### config.mk
export PLATFORM = sky130hd
export DESIGN_NAME = ctrl_hazard_pipe
export DESIGN_NICKNAME = d
export VERILOG_FILES = /design/src/rtl/ctrl_hazard_pipe.sv
export SDC_FILE = /design/constraint.sdc
export NUM_CORES = 1
export LEC_CHECK = 0
export CAP_MARGIN = 20
export CORE_MARGIN = 1
export CORE_UTILIZATION = 40
export CTS_BUF_LIST = sky130_fd_sc_hd__clkbuf_16
export DETAILED_ROUTE_END_ITERATION = 7
export GPL_ROUTABILITY_DRIVEN = 0
export GPL_TIMING_DRIVEN = 0
export HOLD_SLACK_MARGIN = 0.1
export PLACE_DENSITY = 0.85
export SLEW_MARGIN = 20
export SYNTH_ARGS = -nofsm -noshare
export SYNTH_HDL_FRONTEND = slang
export SYNTH_SLANG_ARGS = --single-unit
export TNS_END_PERCENT = 100
### constraint.sdc
create_clock -name clk -period 2 [get_ports clk]
set_input_delay 0.6 -clock clk [delete_from_list [all_inputs] [get_ports clk]]
set_output_delay 0.6 -clock clk [all_outputs]
set_load 0.01 [all_outputs]
### src/rtl/ctrl_hazard_pipe.sv
// ctrl_hazard_pipe
// Pipeline register for the decoded control bundle with hazard handling.
// On each rising edge the stage either loads the incoming control bundle,
// holds it (stall), kills it (flush), or inserts a run of zero bundles
// (bubbles) requested through bubble_req/bubble_len.
//
// Ports:
//   clk, reset                    clock, synchronous active-high reset
//   *_in, alu_control_in          incoming control bundle
//   pc_src_select_in              incoming PC source select
//   bubble_req, bubble_len        bubble request and requested length
//   stall, flush                  hold / kill stage contents
//   *_out, alu_control_out        registered control bundle
//   bubble_active                 high while bubbles remain to be issued
//   bubble_left                   bubble cycles remaining after this cycle
//   bubble_total                  saturating count of bubble zero bundles
module ctrl_hazard_pipe #(
  parameter int ALU_CTRL_W = 4,
  parameter int BUBBLE_MAX = 3,
  parameter int CNT_W      = 4,
  parameter int STAT_W     = 16
) (
  input  logic                  clk,
  input  logic                  reset,
  input  logic                  reg_write_enable_in,
  input  logic                  mem_write_enable_in,
  input  logic                  mem_to_reg_select_in,
  input  logic                  alu_src_in,
  input  logic                  status_bit_in,
  input  logic [ALU_CTRL_W-1:0] alu_control_in,
  input  logic                  pc_src_select_in,
  input  logic                  bubble_req,
  input  logic [CNT_W-1:0]      bubble_len,
  input  logic                  stall,
  input  logic                  flush,
  output logic                  reg_write_enable_out,
  output logic                  mem_write_enable_out,
  output logic                  mem_to_reg_select_out,
  output logic                  alu_src_select_out,
  output logic                  status_bits_out,
  output logic                  pc_src_select_out,
  output logic [ALU_CTRL_W-1:0] alu_control_out,
  output logic                  bubble_active,
  output logic [CNT_W-1:0]      bubble_left,
  output logic [STAT_W-1:0]     bubble_total
);

  typedef enum logic {
    PASS   = 1'b0,
    BUBBLE = 1'b1
  } state_t;

  typedef struct packed {
    logic                  reg_write;
    logic                  mem_write;
    logic                  mem_to_reg;
    logic                  alu_src;
    logic                  status;
    logic                  pc_src;
    logic [ALU_CTRL_W-1:0] alu_ctrl;
  } bundle_t;

  state_t              state_q, state_d;
  bundle_t             bundle_q, bundle_d, bundle_in;
  logic [CNT_W-1:0]    left_q, left_d;
  logic [STAT_W-1:0]   total_q, total_d;
  logic [CNT_W-1:0]    len_eff;
  logic [STAT_W-1:0]   total_inc;

  always_comb begin
    bundle_in = '{reg_write:  reg_write_enable_in,
                  mem_write:  mem_write_enable_in,
                  mem_to_reg: mem_to_reg_select_in,
                  alu_src:    alu_src_in,
                  status:     status_bit_in,
                  pc_src:     pc_src_select_in,
                  alu_ctrl:   alu_control_in};

    // Requests longer than BUBBLE_MAX are clipped rather than rejected.
    len_eff   = (bubble_len > CNT_W'(BUBBLE_MAX)) ? CNT_W'(BUBBLE_MAX) : bubble_len;
    total_inc = (total_q == '1) ? total_q : total_q + STAT_W'(1);

    bundle_d = bundle_q;
    state_d  = state_q;
    left_d   = left_q;
    total_d  = total_q;

    if (flush) begin
      bundle_d = '0;
      state_d  = PASS;
      left_d   = '0;
    end else if (!stall) begin
      case (state_q)
        BUBBLE: begin
          // bubble_req is deliberately ignored here: no queuing or extension.
          bundle_d = '0;
          left_d   = left_q - CNT_W'(1);
          total_d  = total_inc;
          if (left_q == CNT_W'(1)) state_d = PASS;
        end
        default: begin
          if (bubble_req && (bubble_len != '0)) begin
            // The accepting edge itself is the first bubble.
            bundle_d = '0;
            left_d   = len_eff - CNT_W'(1);
            total_d  = total_inc;
            state_d  = (len_eff > CNT_W'(1)) ? BUBBLE : PASS;
          end else begin
            bundle_d = bundle_in;
          end
        end
      endcase
    end
  end

  always_ff @(posedge clk) begin
    if (reset) begin
      state_q  <= PASS;
      bundle_q <= '0;
      left_q   <= '0;
      total_q  <= '0;
    end else begin
      state_q  <= state_d;
      bundle_q <= bundle_d;
      left_q   <= left_d;
      total_q  <= total_d;
    end
  end

  assign reg_write_enable_out  = bundle_q.reg_write;
  assign mem_write_enable_out  = bundle_q.mem_write;
  assign mem_to_reg_select_out = bundle_q.mem_to_reg;
  assign alu_src_select_out    = bundle_q.alu_src;
  assign status_bits_out       = bundle_q.status;
  assign pc_src_select_out     = bundle_q.pc_src;
  assign alu_control_out       = bundle_q.alu_ctrl;
  assign bubble_active         = (state_q == BUBBLE);
  assign bubble_left           = left_q;
  assign bubble_total          = total_q;

endmodule

### Word-level counts from Yosys, hierarchy flattened

Cells that the tools add are included.
Widths: inputs -> output; s select.

| cells by class | value |
|---|---|
| add/subtract/negate cells | 3 |
| $lt $le $gt $ge | 2 |
| equal/unequal tests | 2 |
| muxes and demuxes | 12 |
| bitwise gates (word level) | 2 |
| reduce and logical (&&, ||, !) cells | 6 |

Operators by type and width:

| cell | count |
|---|---|
| $mux 16 | 3 |
| $mux 10 | 2 |
| $add 16x1->16 const B | 1 |
| $eq 16x16->1 const B | 1 |
| $mux 4 | 3 |
| $sub 4x1->4 const B | 2 |
| $eq 4x1->1 const B | 1 |
| $gt 4x1->1 const B | 1 |
| $gt 4x2->1 const B | 1 |
| $mux 1 | 4 |
| $reduce_bool 4->1 | 1 |
| $reduce_and 3->1 | 1 |
| $not 1->1 | 2 |
| $reduce_and 2->1 | 1 |
| $reduce_bool 2->1 | 1 |
| $reduce_or 2->1 | 1 |
| $logic_and 1x1->1 | 1 |

| word-level totals | value |
|---|---|
| flip-flop bits (word level) | 31 |
| input port bits | 19 |
| output and inout port bits | 31 |
| word-level logic and storage cells | 37 |

### Depth between registers and ports, before layout

| logic depth | value |
|---|---|
| depth in word-level cells | 6 |
| mapped depth | 6 |
| gate-level depth less buffers | 5 |

### Least setup slack after synthesis

No wires, ideal clock.

| path | value |
|---|---|
| kind | input -> register |
| start | in stall |
| end | reg total_q[15], in the netlist bubble_total[15] |
| library setup time | 0.070 ns |
| arrival time | 1.967 ns |
| data required time | 1.930 ns |
| slack | -0.037 ns |
| cell stages on the path | 6 |
| buffers on the path | 1 |
| path through | buf_2 nor3b_1 a21oi_2 a2111o_1 or3_1 a21oi_1 |

| between the ends | value |
|---|---|
| cells in the longest elaborated chain, start to end | 2 |

Ends and longest elaborated chain:

| element | line | source |
|---|---|---|
| from (decl) | 34 | `input logic stall,` |
| $not 1->1 (no source line) | - |  |
| $reduce_and 3->1 (no source line) | - |  |
| to (signal assigned) | 126 | `total_q <= total_d;` |
| to (decl) | 66 | `logic [STAT_W-1:0] total_q, total_d;` |

No other way between the ends.
A chain may end at the register's enable or synchronous reset.

### Final worst setup path

| path | value |
|---|---|
| start | reg total_q[7], in the netlist bubble_total[7] |
| end | out bubble_total[7] |

RTL lines:

| element | line | source |
|---|---|---|
| to (decl) | 45 | `output logic [STAT_W-1:0] bubble_total` |

No word-level cell between the ends.

==> summary.md <==
| Metric | Value |
|---|---|
| R2R depth | 5 |
| Number of buffers and inverters on the critical path | 1 |
| Synth Area per Inst | 9.10 um2 |
| CTS Buffer Depth | 2 |
| Setup violations, final | 0 |
| HPWL Detailed | between 2000 and 3000 um |
| Met2 GRT Util | between 20 and 30% |
| Delay-heaviest family, CP | buffers and inverters |
| Tot Pwr | about 1.6 mW |
| Hold WC Path Type | flop to flop |
| Syn Inst Count | 168 |
| Post-synthesis sequential area ratio | about two fifths |
| Setup crit end | bubble_total[7] |
| CTS tree | yes |
| Critical path's largest stage delay | approximately 0.6 ns |
| Routed Antenna Nets | 0 |
| CTS Sinks | 31 |
| CP arrival | roughly 1.4 ns |
| Worst clock skew | between 0.003 and 0.004 ns |
| Share of Yosys cell area claimed by the top area cell type | ~41% |
| Layout net count | about 250 |
| Prevailing post-synth register cell | dfxtp_1 |
| VDD IR max | roughly 0.65 mV |
| Crit Path Class | flop to output port |
| Initial antenna violation count | 0 |
| Synth Cell Area | 0.00153 mm2 |
| I/O pin cnt | 50 |
| Worst-path clk slew | 0.05 ns |
| M1 GR Usage | ~24% |
| Synth area leaders | dfxtp_1 (41%), mux2i_1 (7.2%), nor2_1 (6.6%) |
| CTS buffer count | 5 |
| Outcome | complete, no violations |
| CP Launch Point | bubble_total[7]$_SDFFE_PP0P_ |
| FP Rows | 22 |
| Initial Utilization | around two fifths |
| Overall Global Routing Usage | 18.2% |
| Layout cell share with drive strength beyond 1 | 12.3% |
| WP depth | 1 |
| Synth cell types | between 40 and 50 |
| Fin area | 0.00230 mm2 |
| Residual DRC | 0 |
| DRT Pass-1 Iters | 4 |
| Clock insertion delay at the later pin of the skew report | 0.27 ns |
| CP Max Fanout | 7 |
| Die ar. | roughly 0.0041 mm2 |
| Most frequent cells after synthesis | dfxtp_1 (31), nor2_1 (27), mux2i_1 (11) |
| Routed vias | 1478 |
| Initial drt markers | roughly 110 |
| Capturing point of the worst reg2reg path | bubble_total[15]$_SDFFE_PP0P_ |
| Post-synth EDFFs | 0 |
| Core footprint | roughly 0.0037 mm2 |
| Minimum clock period | 1.96 ns |
| Die Y-Extent | 63.8 um |
| CP max-delay cell | clkdlybuf4s50_1 |
| First-pass GRT wire length | slightly below 6000 um |
| WL/cell | about 13 um |
| Worst-Margin Slew | ~0.67 ns |
| Post-synth top area cell | dfxtp_1 |
| Placed Area | ~0.0021 mm2 |
| #FFs+latches synth | 31 |
| Worst r2r src | bubble_total[8]$_SDFFE_PP0P_ |
| Ant. Diodes | 0 |
| Max Cap Viol | 0 |
| Synth async-reset ratio | 0% |
| Crit-path cells | clkdlybuf4s50_1 |
| Root Buffer | clkbuf_16 |
| Critical path launch point type | flop |
| # H-tree levels | 2 |
| Final Cycle Share | 97.8% |
| Pwr dens | 706 mW/mm2 |
| Drt via density | approximately 5.4 |
| Fin Setup TNS | 0 ns |
| Slew HR | 55.6% |
| Most numerous cell in the Yosys netlist | dfxtp_1 |
| Largest net degree at the start of global routing | 11 |
| Ys Warns | 0 |
| Chip width | about 64 um |
| M3 GR Usage | 5.54% |
| Area growth from synthesis to layout | 50.2% |
| Vias in the first global route | ~1200 |
| Setup slack, reg-to-reg | approximately 0.12 ns |
| Total grt overflow | 0 |
| Critical Path End Type | output port |
| Buffers on Ports | 48 |
| Busiest metal layer after global routing | met2 |
| Fmax | approximately 500 MHz |
| RSZ-0062 raised after global routing | false |
| WP data required | 1.40 ns |
| Final hold viol count | 0 |
| Final Max Tran Viols | 0 |
| Final Routed Wirelength | 3690 um |
| Leakage | between 0.8 and 0.9 nW |
| Syn_nets | 191 |
## worst min path at each step
stage | from | endpoint | slack [ns] | cells past startpoint
2_1_floorplan | bubble_total[15]$_SDFFE_PP0P_ | bubble_total[15]$_SDFFE_PP0P_ | 0.51 | 2
3_3_place_gp | reg_write_enable_out$_SDFFE_PP0N_ | reg_write_enable_out$_SDFFE_PP0N_ | 0.48 | 2
3_5_place_dp | alu_control_out[2]$_SDFFE_PP0N_ | alu_control_out[2]$_SDFFE_PP0N_ | 0.49 | 2
4_1_cts | alu_control_out[2]$_SDFFE_PP0N_ | alu_control_out[2]$_SDFFE_PP0N_ | 0.50 | 2
5_1_grt | bubble_total[15]$_SDFFE_PP0P_ | bubble_total[15]$_SDFFE_PP0P_ | 0.51 | 2
6_report | mem_write_enable_out$_SDFFE_PP0N_ | mem_write_enable_out$_SDFFE_PP0N_ | 0.50 | 2
## final cells by class
type,count,area [um2]
Timing Repair Buffer,51,498
Clock buffer,5,125
Multi-Input combinational cell,123,887
Tap cell,48,60.1
Buffer,6,35.0
Inverter,8,30.0
Sequential cell,31,622
Fill cell,308,1370
Clock inverter,3,38.8
## cells by family after synthesis
| group | share of synthesized area [%] |
|---|---|
| fa+ha+maj | 3.27 |
| compound gates | 14.7 |
| simple gates | 23.5 |
| flops | 40.6 |
| mux | 7.94 |
| xor+xnor | 5.73 |
| buf+inv | 4.26 |
## per-layer routing
metal / routed length, um / vias to the layer above / share of wire, %
met5: 0 / - / 0
met4: 36 / 0 / 0.97
met3: 186 / 4 / 5.0
met2: 1720 / 37 / 47
met1: 1750 / 701 / 47
li1: - / 736 / -
## per-stage QoR
step / hold slack [ns] / utilization, % / std cells / setup WS [ns]
floorplan: 0.515 / - / 168 / 0.0141
global placement: 0.477 / 56.7 / 264 / -0.649
detailed placement: 0.487 / 56.7 / 264 / -0.671
CTS: 0.501 / 62.6 / 275 / 0.0200
global route: 0.513 / 62.7 / 275 / 0.00626
finish: 0.496 / 62.7 / 275 / 0.0447
## repair_timing
item	4_1_cts	5_1_grt
pin swaps	6	3
resized for setup	17	5
hold buffers	0	0
setup endpoints to repair	28	9
endpoints found under the hold margin	0	0
buffers inserted	3	0
## cells in the final DEF (no fill, tap or decap), drive strengths merged, types with 4 or more instances in the layout
cell,n
mux2i,11
nor2,27
nand2,9
dlygate4sd2,4
nand4,4
a21oi,6
dfxtp,31
clkdlybuf4s50,42
inv,8
nor3,7
ha,4
clkbuf,9
buf,6
nand3,6
or3,4
xnor2,7
## registers in the layout, indices dropped and copies added (netlist names)
name,cells
alu_control_out,4
alu_src_select_out,1
bubble_active,1
bubble_left,4
bubble_total,16
mem_to_reg_select_out,1
mem_write_enable_out,1
pc_src_select_out,1
reg_write_enable_out,1
status_bits_out,1
## worst reg2reg max path, cell delays in order (launching register included)
cell and delay (ns):
dfxtp_1 0.46, nand3_1 0.26, nor3_2 0.51, a2111o_1 0.33
or3_1 0.13, a21oi_1 0.06
## where the power goes
part	switching, mW	internal [mW]	leakage, nW
Clock	0.259	0.580	0.0812
Sequential	0.00715	0.628	0.251
Combinational	0.0681	0.0795	0.504
(Power assumes the default switching activity.)
